==> src/rtl/race_pkg.sv <==
// rtl/race_pkg.sv - shared race state encoding, key codes and time limits
package race_pkg;

  typedef enum logic [2:0] {
    ST_IDLE      = 3'b000,
    ST_COUNTDOWN = 3'b001,
    ST_RACE      = 3'b010,
    ST_PAUSE     = 3'b011,
    ST_FINISH    = 3'b100
  } race_state_e;

  // One-hot key levels, shared with the menu FSM
  localparam logic [5:0] KEY_NONE  = 6'b000000;
  localparam logic [5:0] KEY_UP    = 6'b000001;
  localparam logic [5:0] KEY_DOWN  = 6'b000010;
  localparam logic [5:0] KEY_LEFT  = 6'b000100;
  localparam logic [5:0] KEY_RIGHT = 6'b001000;
  localparam logic [5:0] KEY_ENTER = 6'b010000;
  localparam logic [5:0] KEY_ESC   = 6'b100000;

  localparam logic [15:0] LAP_MAX_CS   = 16'd59999;
  localparam logic [15:0] BEST_NONE    = 16'hFFFF;
  localparam logic [17:0] TOTAL_MAX_CS = 18'h3FFFF;

endpackage

==> src/rtl/cs_tick.sv <==
// rtl/cs_tick.sv - centisecond prescaler, one tick per CLK_TICKS cycles while running
module cs_tick #(
  parameter int CLK_TICKS = 650_000
) (
  input  logic pclk,
  input  logic rst,
  input  logic clear,
  input  logic run,
  output logic tick
);

  localparam int CW = (CLK_TICKS > 1) ? $clog2(CLK_TICKS) : 1;
  localparam logic [CW-1:0] TERM = CW'(CLK_TICKS - 1);

  logic [CW-1:0] cnt_q, cnt_d;

  assign tick = run && (cnt_q == TERM);

  // Held at zero while stopped, so a pause drops the partial centisecond
  always_comb begin
    cnt_d = cnt_q + 1'b1;
    if (clear || !run || tick) cnt_d = '0;
  end

  always_ff @(posedge pclk) begin
    if (rst) cnt_q <= '0;
    else     cnt_q <= cnt_d;
  end

endmodule

==> src/rtl/race_ctrl.sv <==
// rtl/race_ctrl.sv - race sequencer: countdown, lap timing/validation, pause and finish
module race_ctrl
  import race_pkg::*;
#(
  parameter int CLK_TICKS   = 650_000,
  parameter int LAPS        = 3,
  parameter int COUNTDOWN_S = 3
) (
  input  logic        pclk,
  input  logic        rst,
  input  logic        start_i,
  input  logic [5:0]  key_i,
  input  logic        checkpoint_hit_i,
  input  logic        finish_line_hit_i,
  output logic [2:0]  race_state_o,
  output logic [1:0]  countdown_val_o,
  output logic        player_enable_o,
  output logic        go_pulse_o,
  output logic [2:0]  lap_count_o,
  output logic [15:0] lap_time_cs_o,
  output logic [15:0] best_lap_cs_o,
  output logic [17:0] total_time_cs_o,
  output logic        race_done_o
);

  localparam logic [1:0] CD_INIT   = 2'(COUNTDOWN_S);
  localparam logic [2:0] LAPS_DONE = 3'(LAPS);
  localparam logic [6:0] SEC_LAST  = 7'd99;

  race_state_e state_q, state_d;
  logic        start_q;
  logic [5:0]  key_q;
  logic        armed_q, armed_d;
  logic [1:0]  cd_q, cd_d;
  logic [6:0]  sec_q, sec_d;
  logic        pen_q, pen_d;
  logic        go_q, go_d;
  logic [2:0]  laps_q, laps_d;
  logic [15:0] lap_t_q, lap_t_d;
  logic [15:0] best_q, best_d;
  logic [17:0] total_q, total_d;
  logic        done_q, done_d;
  logic        lap_ev;

  logic key_ev, esc_ev, enter_ev;
  logic tick, tick_run, tick_clear;

  assign key_ev   = (key_i != KEY_NONE) && (key_q == KEY_NONE);
  assign esc_ev   = key_ev && (key_i == KEY_ESC);
  assign enter_ev = key_ev && (key_i == KEY_ENTER);

  assign tick_run   = (state_q == ST_COUNTDOWN) || (state_q == ST_RACE);
  assign tick_clear = (state_d != state_q) &&
                      ((state_d == ST_COUNTDOWN) || (state_d == ST_RACE));

  cs_tick #(.CLK_TICKS(CLK_TICKS)) u_cs_tick (
    .pclk  (pclk),
    .rst   (rst),
    .clear (tick_clear),
    .run   (tick_run),
    .tick  (tick)
  );

  always_comb begin
    state_d = state_q;
    armed_d = armed_q;
    cd_d    = cd_q;
    sec_d   = sec_q;
    laps_d  = laps_q;
    lap_t_d = lap_t_q;
    best_d  = best_q;
    total_d = total_q;
    go_d    = 1'b0;
    done_d  = 1'b0;
    lap_ev  = 1'b0;

    case (state_q)
      ST_IDLE: begin
        if (start_i && !start_q) begin
          state_d = ST_COUNTDOWN;
          cd_d    = CD_INIT;
          sec_d   = '0;
        end
      end
      ST_COUNTDOWN: begin
        if (tick) begin
          if (sec_q == SEC_LAST) begin
            sec_d = '0;
            if (cd_q <= 2'd1) begin
              state_d = ST_RACE;
              go_d    = 1'b1;
              cd_d    = '0;
              lap_t_d = '0;
              total_d = '0;
            end else begin
              cd_d = cd_q - 2'd1;
            end
          end else begin
            sec_d = sec_q + 7'd1;
          end
        end
      end
      ST_RACE: begin
        // Lap decision uses the armed value from before this edge
        lap_ev = finish_line_hit_i && armed_q;
        if (tick) begin
          if (total_q != TOTAL_MAX_CS) total_d = total_q + 18'd1;
          if (!lap_ev && (lap_t_q < LAP_MAX_CS)) lap_t_d = lap_t_q + 16'd1;
        end
        if (lap_ev) begin
          laps_d  = laps_q + 3'd1;
          armed_d = 1'b0;
          lap_t_d = '0;
          if (lap_t_q < best_q) best_d = lap_t_q;
        end else if (checkpoint_hit_i) begin
          armed_d = 1'b1;
        end
        if (lap_ev && (laps_d == LAPS_DONE)) begin
          state_d = ST_FINISH;
          done_d  = 1'b1;
        end else if (esc_ev) begin
          state_d = ST_PAUSE;
        end
      end
      ST_PAUSE: begin
        if (esc_ev || enter_ev) state_d = ST_RACE;
      end
      ST_FINISH: begin
        if (enter_ev) state_d = ST_IDLE;
      end
      default: state_d = ST_IDLE;
    endcase

    if ((state_q != ST_IDLE) && !start_i) state_d = ST_IDLE;

    // Everything but the best lap returns to its reset value in IDLE
    if (state_d == ST_IDLE) begin
      armed_d = 1'b0;
      cd_d    = '0;
      sec_d   = '0;
      laps_d  = '0;
      lap_t_d = '0;
      total_d = '0;
      go_d    = 1'b0;
      done_d  = 1'b0;
    end

    pen_d = (state_d == ST_RACE);
  end

  always_ff @(posedge pclk) begin
    if (rst) begin
      state_q <= ST_IDLE;
      start_q <= 1'b0;
      key_q   <= KEY_NONE;
      armed_q <= 1'b0;
      cd_q    <= '0;
      sec_q   <= '0;
      pen_q   <= 1'b0;
      go_q    <= 1'b0;
      laps_q  <= '0;
      lap_t_q <= '0;
      best_q  <= BEST_NONE;
      total_q <= '0;
      done_q  <= 1'b0;
    end else begin
      state_q <= state_d;
      start_q <= start_i;
      key_q   <= key_i;
      armed_q <= armed_d;
      cd_q    <= cd_d;
      sec_q   <= sec_d;
      pen_q   <= pen_d;
      go_q    <= go_d;
      laps_q  <= laps_d;
      lap_t_q <= lap_t_d;
      best_q  <= best_d;
      total_q <= total_d;
      done_q  <= done_d;
    end
  end

  assign race_state_o    = state_q;
  assign countdown_val_o = cd_q;
  assign player_enable_o = pen_q;
  assign go_pulse_o      = go_q;
  assign lap_count_o     = laps_q;
  assign lap_time_cs_o   = lap_t_q;
  assign best_lap_cs_o   = best_q;
  assign total_time_cs_o = total_q;
  assign race_done_o     = done_q;

endmodule

==> config.mk <==
export PLATFORM = sky130hd
export DESIGN_NAME = race_ctrl
export DESIGN_NICKNAME = d
export VERILOG_FILES = /design/src/rtl/race_pkg.sv /design/src/rtl/cs_tick.sv /design/src/rtl/race_ctrl.sv
export SDC_FILE = /design/constraint.sdc
export NUM_CORES = 1
export LEC_CHECK = 0
export BUFFER_PORTS_ARGS = -buffer_cell sky130_fd_sc_hd__buf_4
export CAP_MARGIN = 20
export CELL_PAD_IN_SITES_DETAIL_PLACEMENT = 0
export CELL_PAD_IN_SITES_GLOBAL_PLACEMENT = 1
export CORE_MARGIN = 2
export CORE_UTILIZATION = 43
export DETAILED_ROUTE_END_ITERATION = 6
export PLACE_DENSITY_LB_ADDON = 0.1
export SLEW_MARGIN = 20
export SYNTH_ARGS = -nofsm -noshare
export SYNTH_HDL_FRONTEND = slang
export SYNTH_SLANG_ARGS = --single-unit
==> constraint.sdc <==
create_clock -name pclk -period 3.1 [get_ports pclk]
set_input_delay 0.62 -clock pclk [delete_from_list [all_inputs] [get_ports pclk]]
set_output_delay 0.62 -clock pclk [all_outputs]
set_load 0.02 [all_outputs]
==> impl_metrics.csv, run 1 <==
group,metric,value,unit
worst_setup_path,cp-end-kind,"register",
timing,clock_skew,0.00651,ns
yosys,syn_area,4880,um2
worst_setup_path,slowest_stage,"or3b_2",
timing,setup_viol,0,
yosys,async_reset_ff_share,0,%
timing,finalHoldViolations,0,
final_layout,fill_cells,1054,
placement,postPlaceCellArea,5620,um2
worst_setup_path,critPathMaxFanout,16,
power_and_ir_drop,p_leak,2.32,nW
clock_network,postCtsSetupBuffers,0,
clock_network,ctsResizeCount,0,
die,die_area,12200,um2
final_layout,regArea,1920,um2
route,final_antenna_net_count,0,
clock_network,cts_max_level,3,
yosys,synth_edf_count,0,
final_layout,fin_util,53.7,%
route,via_per_inst,5.66,
clock_network,path_clk_slew,0.07,ns
worst_setup_path,cp.depth,6,
final_layout,layout-drive-gt1-share,19.2,%
timing,fmax,380,MHz
worst_setup_path,cp.required,3.30,ns
worst_hold_path,hold_path_depth,1,
die,row_count,38,
outcome,outcome,"finished clean",
global_route,grt_max_degree,23,
route,route.met3.wl,452,um
global_route,grt_usage,20.6,%
yosys,ys_types,61,
final_layout,nNetsFinal,660,
yosys,synthCells,553,
worst_setup_path,worstSetupStartpointType,"register",
worst_setup_path,cp_data_arrival_time,2.83,ns
yosys,synth_top_area_share,39.3,%
die,ios,72,
yosys,ys_warn_count,0,
final_layout,fin_area,5900,um2
worst_hold_path,hold_path_class,"reg -> reg",
clock_network,numClockSinks,96,
worst_setup_path,worst_r2r_path_depth,6,
timing,fin_crit_sh,85.0,%
timing,rsz0062_at_grt,"false",
timing,tns,0,ns
worst_setup_path,worst_path_dominant_cell_family,"compound AO/OA/AOI/OAI gates",
timing,fin_crit,2.63,ns
die,core_area,11000,um2
route,wirelength_met1,6.10,mm
die,initial_core_util,44.5,%
yosys,synth_largest_area_cell,"dfxtp_1",
power_and_ir_drop,peakVddDrop,0.266,mV
yosys,syn-num-nets,584,
die,die_x,111,um
placement,dp_hpwl,9.05,mm
timing,hold_slack,0.450,ns
worst_setup_path,max_stage_delay,0.66,ns
clock_network,cts_tree,"built",
clock_network,clk_latency,0.35,ns
yosys,ys_seq_area_share,39.3,%
clock_network,cts_buffer_depth,2,
worst_setup_path,crit_buf_inv,0,
placement,io_buffers,71,
yosys,syn-mean-instance-area,8.83,um2
placement,gp_congestion,0.779,
worst_setup_path,crit_type,"reg -> reg",
route,dr.pass1.iters,4,
final_layout,n_antenna_cell,0,
timing,worst_pin_slew,0.857,ns
timing,report.final.slew_viol_count,0,
worst_setup_path,path_cells,"or3b_2, nor3_1, o21ai_0, a21oi_2, o21a_1, o211ai_1",
final_layout,areaGrowthSynthToFinish,20.9,%
route,vias,4382,
clock_network,cts-root-buf,"clkbuf_16",
route,drc_errors,0,
final_layout,multi_input_area,2790,um2
global_route,grt_pass1_wl,20.8,mm
global_route,antenna_found_initial,0,
clock_network,hold_buffers,0,
route,dr_wl_met2,5.74,mm
global_route,grt_pass1_vias,4144,
yosys,synth_area_leaders,"dfxtp_1 39%, o211ai_1 5.4%, ha_1 5.1%",
yosys,yosys_most_used_dff,"dfxtp_1",
global_route,overflow,0,
yosys,ys_ff_latch,96,
die,die_h,111,um
route,wl_per_cell,16.1,um
clock_network,numCtsBuffers,9,
route,drt_iter0_drc,237,
timing,slew_headroom,42.3,%
run,cap_violations,0,
power_and_ir_drop,p_per_area,413,nW/um2
power_and_ir_drop,power.total,2.44,mW
route,routed_wl,12.5,mm
route,highest_layer,"met4",
## power by group
| group | switching (mW) | leakage [nW] | total [mW] | internal, mW |
|---|---|---|---|---|
| Clock | 0.474 | 0.139 | 1.08 | 0.610 |
| Combinational | 0.0706 | 1.40 | 0.106 | 0.0352 |
| Sequential | 0.00846 | 0.776 | 1.25 | 1.24 |
| Total | 0.553 | 2.32 | 2.44 | 1.89 |
## synthesized netlist by cell type, types with 4 or more instances
cell / count
inv_1: 22
clkbuf_1: 11
nand2_1: 31
a41oi_1: 4
o211ai_1: 35
buf_1: 4
o31ai_1: 8
nand4_1: 21
ha_1: 20
nor2b_1: 9
and4_1: 6
o21ai_0: 9
nor4_1: 9
or3_1: 6
xnor2_1: 22
a21oi_1: 28
nor3_1: 21
nand3_1: 22
or4_1: 8
and3_1: 11
nor2_1: 54
a21o_1: 7
dfxtp_1: 96
a31oi_1: 4
buf_2: 5
xor2_1: 20
and2_1: 7
## cells by family after synthesis
group	synth area share, %
buffers and inverters	3.59
AND/OR/NAND/NOR	26.5
AO/OA/AOI/OAI	17.7
XOR/XNOR	7.53
flip-flops	39.3
multiplexers	0.205
adder cells (fa/ha/maj)	5.12
## state kept, by name, summed over array words and instances (netlist names), 2 cells and up
register / cells
u_cs_tick.cnt_q: 20
total_time_cs_o: 18
best_lap_cs_o: 16
lap_time_cs_o: 16
sec_q: 7
key_q: 6
lap_count_o: 3
race_state_o: 3
countdown_val_o: 2
## cell type report
class / instances / share of cell area, %
clock inverter: 2 / 0.212
multi-input combinational: 414 / 47.3
clock buffer: 14 / 4.64
tap: 140 / 2.97
sequential: 96 / 32.6
timing repair buffer: 86 / 10.9
inverter: 22 / 1.40
## final timing paths
check / slack [ns] / from / end
setup reg to reg: 0.47 / race_state_o[1]$_SDFF_PP0_ / best_lap_cs_o[15]$_SDFFE_PP1P_
hold / removal: 0.45 / u_cs_tick.cnt_q[0]$_SDFF_PP0_ / u_cs_tick.cnt_q[0]$_SDFF_PP0_
setup / recovery: 0.47 / race_state_o[1]$_SDFF_PP0_ / best_lap_cs_o[15]$_SDFFE_PP1P_
hold reg to reg: 0.45 / u_cs_tick.cnt_q[0]$_SDFF_PP0_ / u_cs_tick.cnt_q[0]$_SDFF_PP0_
## per-layer routing
metal / GRT usage (%) / vias up
met4: 7.92 / 0
met1: 28.3 / 2076
met3: 3.84 / 13
met5: 0 / -
met2: 32.1 / 82
li1: - / 2211
## cells in the final DEF (no fill, tap or decap), types with 3 or more instances in the layout
master and count:
a31o_2 3, clkbuf_8 3, nor4b_2 3, and3_1 11, a31oi_1 4, and4_1 6, o21a_1 3, a21oi_1 28
a21o_1 7, or3_1 6, nand4_1 21, xor2_1 20, ha_1 20, dfxtp_1 96, o211ai_1 35, nand3_1 22
inv_1 22, clkbuf_16 9, nor3_1 21, o21ai_0 9, nand2_1 31, or4_1 8, nor4_1 9, buf_4 86
a41oi_1 4, and2_1 7, nor2_1 54, nor2b_1 9, xnor2_1 22, o31ai_1 8
## per-stage QoR
stage | setup slack (ns) | cells
after floorplan | 0.709 | 553
after global placement | 0.105 | 758
after detailed placement | 0.314 | 758
after CTS | 0.430 | 774
after global routing | 0.202 | 774
final | 0.466 | 774
Note: power is estimated with default switching activity, not from simulation.
==> inputs of run 2 (changes only) <==
--- a/config.mk
+++ b/config.mk
@@ -5,12 +5,13 @@
 export SDC_FILE = /design/constraint.sdc
 export NUM_CORES = 1
 export LEC_CHECK = 0
+export ABC_AREA = 1
 export BUFFER_PORTS_ARGS = -buffer_cell sky130_fd_sc_hd__buf_4
 export CAP_MARGIN = 20
 export CELL_PAD_IN_SITES_DETAIL_PLACEMENT = 0
 export CELL_PAD_IN_SITES_GLOBAL_PLACEMENT = 1
 export CORE_MARGIN = 2
-export CORE_UTILIZATION = 43
+export CORE_UTILIZATION = 41
 export DETAILED_ROUTE_END_ITERATION = 6
 export PLACE_DENSITY_LB_ADDON = 0.1
 export SLEW_MARGIN = 20
==> constraint.sdc (replaced) <==
create_clock -name pclk -period 2.65 [get_ports pclk]
set_input_delay 0.53 -clock pclk [delete_from_list [all_inputs] [get_ports pclk]]
set_output_delay 0.53 -clock pclk [all_outputs]
set_load 0.02 [all_outputs]
==> impl_metrics.csv, run 2 <==
group,metric,value,unit
final_layout,fin_cells,1143,
worst_setup_path,crit_type,"reg -> reg",
timing,fin_crit,2.32,ns
timing,worst_pin_slew,0.628,ns
die,core_area,13900,um2
clock_network,cts_tree,"built",
power_and_ir_drop,p_per_area,456,nW/um2
yosys,async_reset_ff_share,0,%
yosys,synth_area_leaders,"dfxtp_1 33%, nand2_1 13%, nor2_1 9.8%",
timing,clock_skew,0.00761,ns
route,drt_iter0_drc,358,
final_layout,areaGrowthSynthToFinish,17.8,%
timing,hold_slack,0.394,ns
global_route,grt_pass1_wl,24.3,mm
global_route,overflow,0,
global_route,antenna_found_initial,0,
global_route,grt_max_degree,42,
final_layout,nNetsFinal,989,
final_layout,layout_commonest_cell,"nand2_1",
timing,setup_viol,0,
die,die_x,123,um
final_layout,final_cell_mix,"201 x nand2_1, 151 x nor2_1, 119 x inv_1",
clock_network,hold_buffers,0,
yosys,syn-mean-instance-area,6.56,um2
timing,rsz0062_at_grt,"false",
worst_hold_path,hold_path_class,"in -> reg",
run,cap_violations,0,
worst_setup_path,cp.required,2.87,ns
global_route,grt_pass1_vias,5149,
yosys,syn-num-nets,917,
global_route,grt_usage,20.0,%
route,final_antenna_net_count,0,
clock_network,ctsResizeCount,0,
die,die_area,15100,um2
final_layout,n_antenna_cell,0,
placement,io_buffers,71,
timing,setup_ws,0.327,ns
placement,dp_hpwl,10.7,mm
placement,gp_congestion,0.852,
route,via_per_inst,4.89,
route,routed_wl,14.4,mm
die,die_h,123,um
worst_setup_path,worstSetupStartpointType,"register",
placement,dp_slack,0.199,ns
yosys,ys_types,39,
yosys,ys_warn_count,0,
final_layout,fin_area,6840,um2
yosys,yosys_most_used_dff,"dfxtp_1",
final_layout,largest_reg_flops,20,
route,wl_per_cell,12.6,um
outcome,outcome,"finished clean",
yosys,synth_edf_count,0,
worst_setup_path,cp_data_arrival_time,2.54,ns
clock_network,cts_max_level,3,
timing,tns,0,ns
final_layout,layout-drive-gt1-share,15.5,%
placement,place_inst,1127,
yosys,synthTopCellsByCount,"201 x nand2_1, 151 x nor2_1, 119 x inv_1, 96 x dfxtp_1, 87 x nand3_1",
worst_setup_path,critPathMaxFanout,41,
clock_network,numCtsBuffers,9,
clock_network,cts-root-buf,"clkbuf_16",
yosys,ys_seq_area_share,33.1,%
timing,fmax,431,MHz
power_and_ir_drop,peakVddDrop,0.282,mV
timing,report.final.slew_viol_count,0,
route,dr.pass1.iters,5,
yosys,syn_area,5810,um2
clock_network,path_clk_slew,0.07,ns
clock_network,cts_buffer_depth,2,
yosys,ys_ff_latch,96,
yosys,synth_top_area_share,33.1,%
timing,slew_headroom,58.0,%
die,row_count,43,
die,initial_core_util,41.9,%
timing,fin_crit_sh,87.7,%
yosys,synthCells,886,
die,ios,72,
clock_network,clk_latency,0.35,ns
clock_network,numClockSinks,96,
timing,finalHoldViolations,0,
worst_setup_path,cp-end-kind,"register",
yosys,synth_largest_area_cell,"dfxtp_1",
power_and_ir_drop,p_leak,2.95,nW
placement,postPlaceCellArea,6510,um2
clock_network,postCtsSetupBuffers,0,
route,drc_errors,0,
yosys,synth.most_common_cell,"nand2_1",
final_layout,largest_register,"u_cs_tick.cnt_q",
route,vias,5592,
run 2: path summary, 6_finish.rpt:
| check | from | end | slack, ns | cells past startpoint |
|---|---|---|---|---|
| worst max-delay path | sec_q[0]$_SDFFE_PP0P_ | lap_time_cs_o[15]$_SDFFE_PP0P_ | 0.33 | 12 |
| worst min-delay path | key_i[2] | key_q[2]$_SDFF_PP0_ | 0.39 | 3 |
| worst max register to register | sec_q[0]$_SDFFE_PP0P_ | lap_time_cs_o[15]$_SDFFE_PP0P_ | 0.33 | 12 |
| worst min register to register | u_cs_tick.cnt_q[18]$_SDFF_PP0_ | u_cs_tick.cnt_q[18]$_SDFF_PP0_ | 0.47 | 2 |
run 2: per-layer routing:
| layer | track usage (%) | vias to the layer above | routed length (um) |
|---|---|---|---|
| met1 | 26.0 | 2529 | 6850 |
| li1 | - | 2947 | - |
| met5 | 0 | - | 0 |
| met4 | 6.82 | 0 | 241 |
| met3 | 2.86 | 19 | 503 |
| met2 | 34.0 | 97 | 6850 |
run 2: cells by family after synthesis:
family                   count (synthesis)  synth area share (%)
XOR/XNOR                                27                  4.07
flip-flops                              96                  33.1
AO/OA/AOI/OAI                           54                  5.71
adder cells (fa/ha/maj)                 20                  4.31
buffers and inverters                  154                  11.2
AND/OR/NAND/NOR                        535                  41.6
run 2: area by class of cell:
type | instances | area [um2]
flip-flops and latches | 96 | 1920
inverters | 130 | 488
fillers | 1501 | 7040
well taps | 180 | 225
clock inverters | 4 | 76.3
multi-input cells | 636 | 3240
clock buffers | 12 | 256
repair buffers | 85 | 638
run 2: where the power goes:
| part | leakage (nW) | internal (mW) | switching (mW) |
|---|---|---|---|
| combinational | 2.02 | 0.0573 | 0.142 |
| sequential | 0.776 | 1.46 | 0.0115 |
| clock | 0.159 | 0.881 | 0.572 |
run 2: metrics by stage:
step                      power (mW)  util [%]
after floorplan                 1.66         -
after global placement          1.70      46.9
after detailed placement        1.70      46.9
after CTS                       3.16      49.3
after global routing            3.24      49.3
final                           3.12      49.3
run 2: worst max-delay path: stages, from the launching register on:
cell,delay (ns)
dfxtp_1,0.37
ha_1,0.20
nand2_1,0.06
nor2_1,0.09
nand2_1,0.13
nor2_1,0.19
nand3_2,0.13
nand2_1,0.10
nand3_1,0.10
nand2_1,0.10
nand3_2,0.13
nand2_4,0.44
nor2_1,0.11
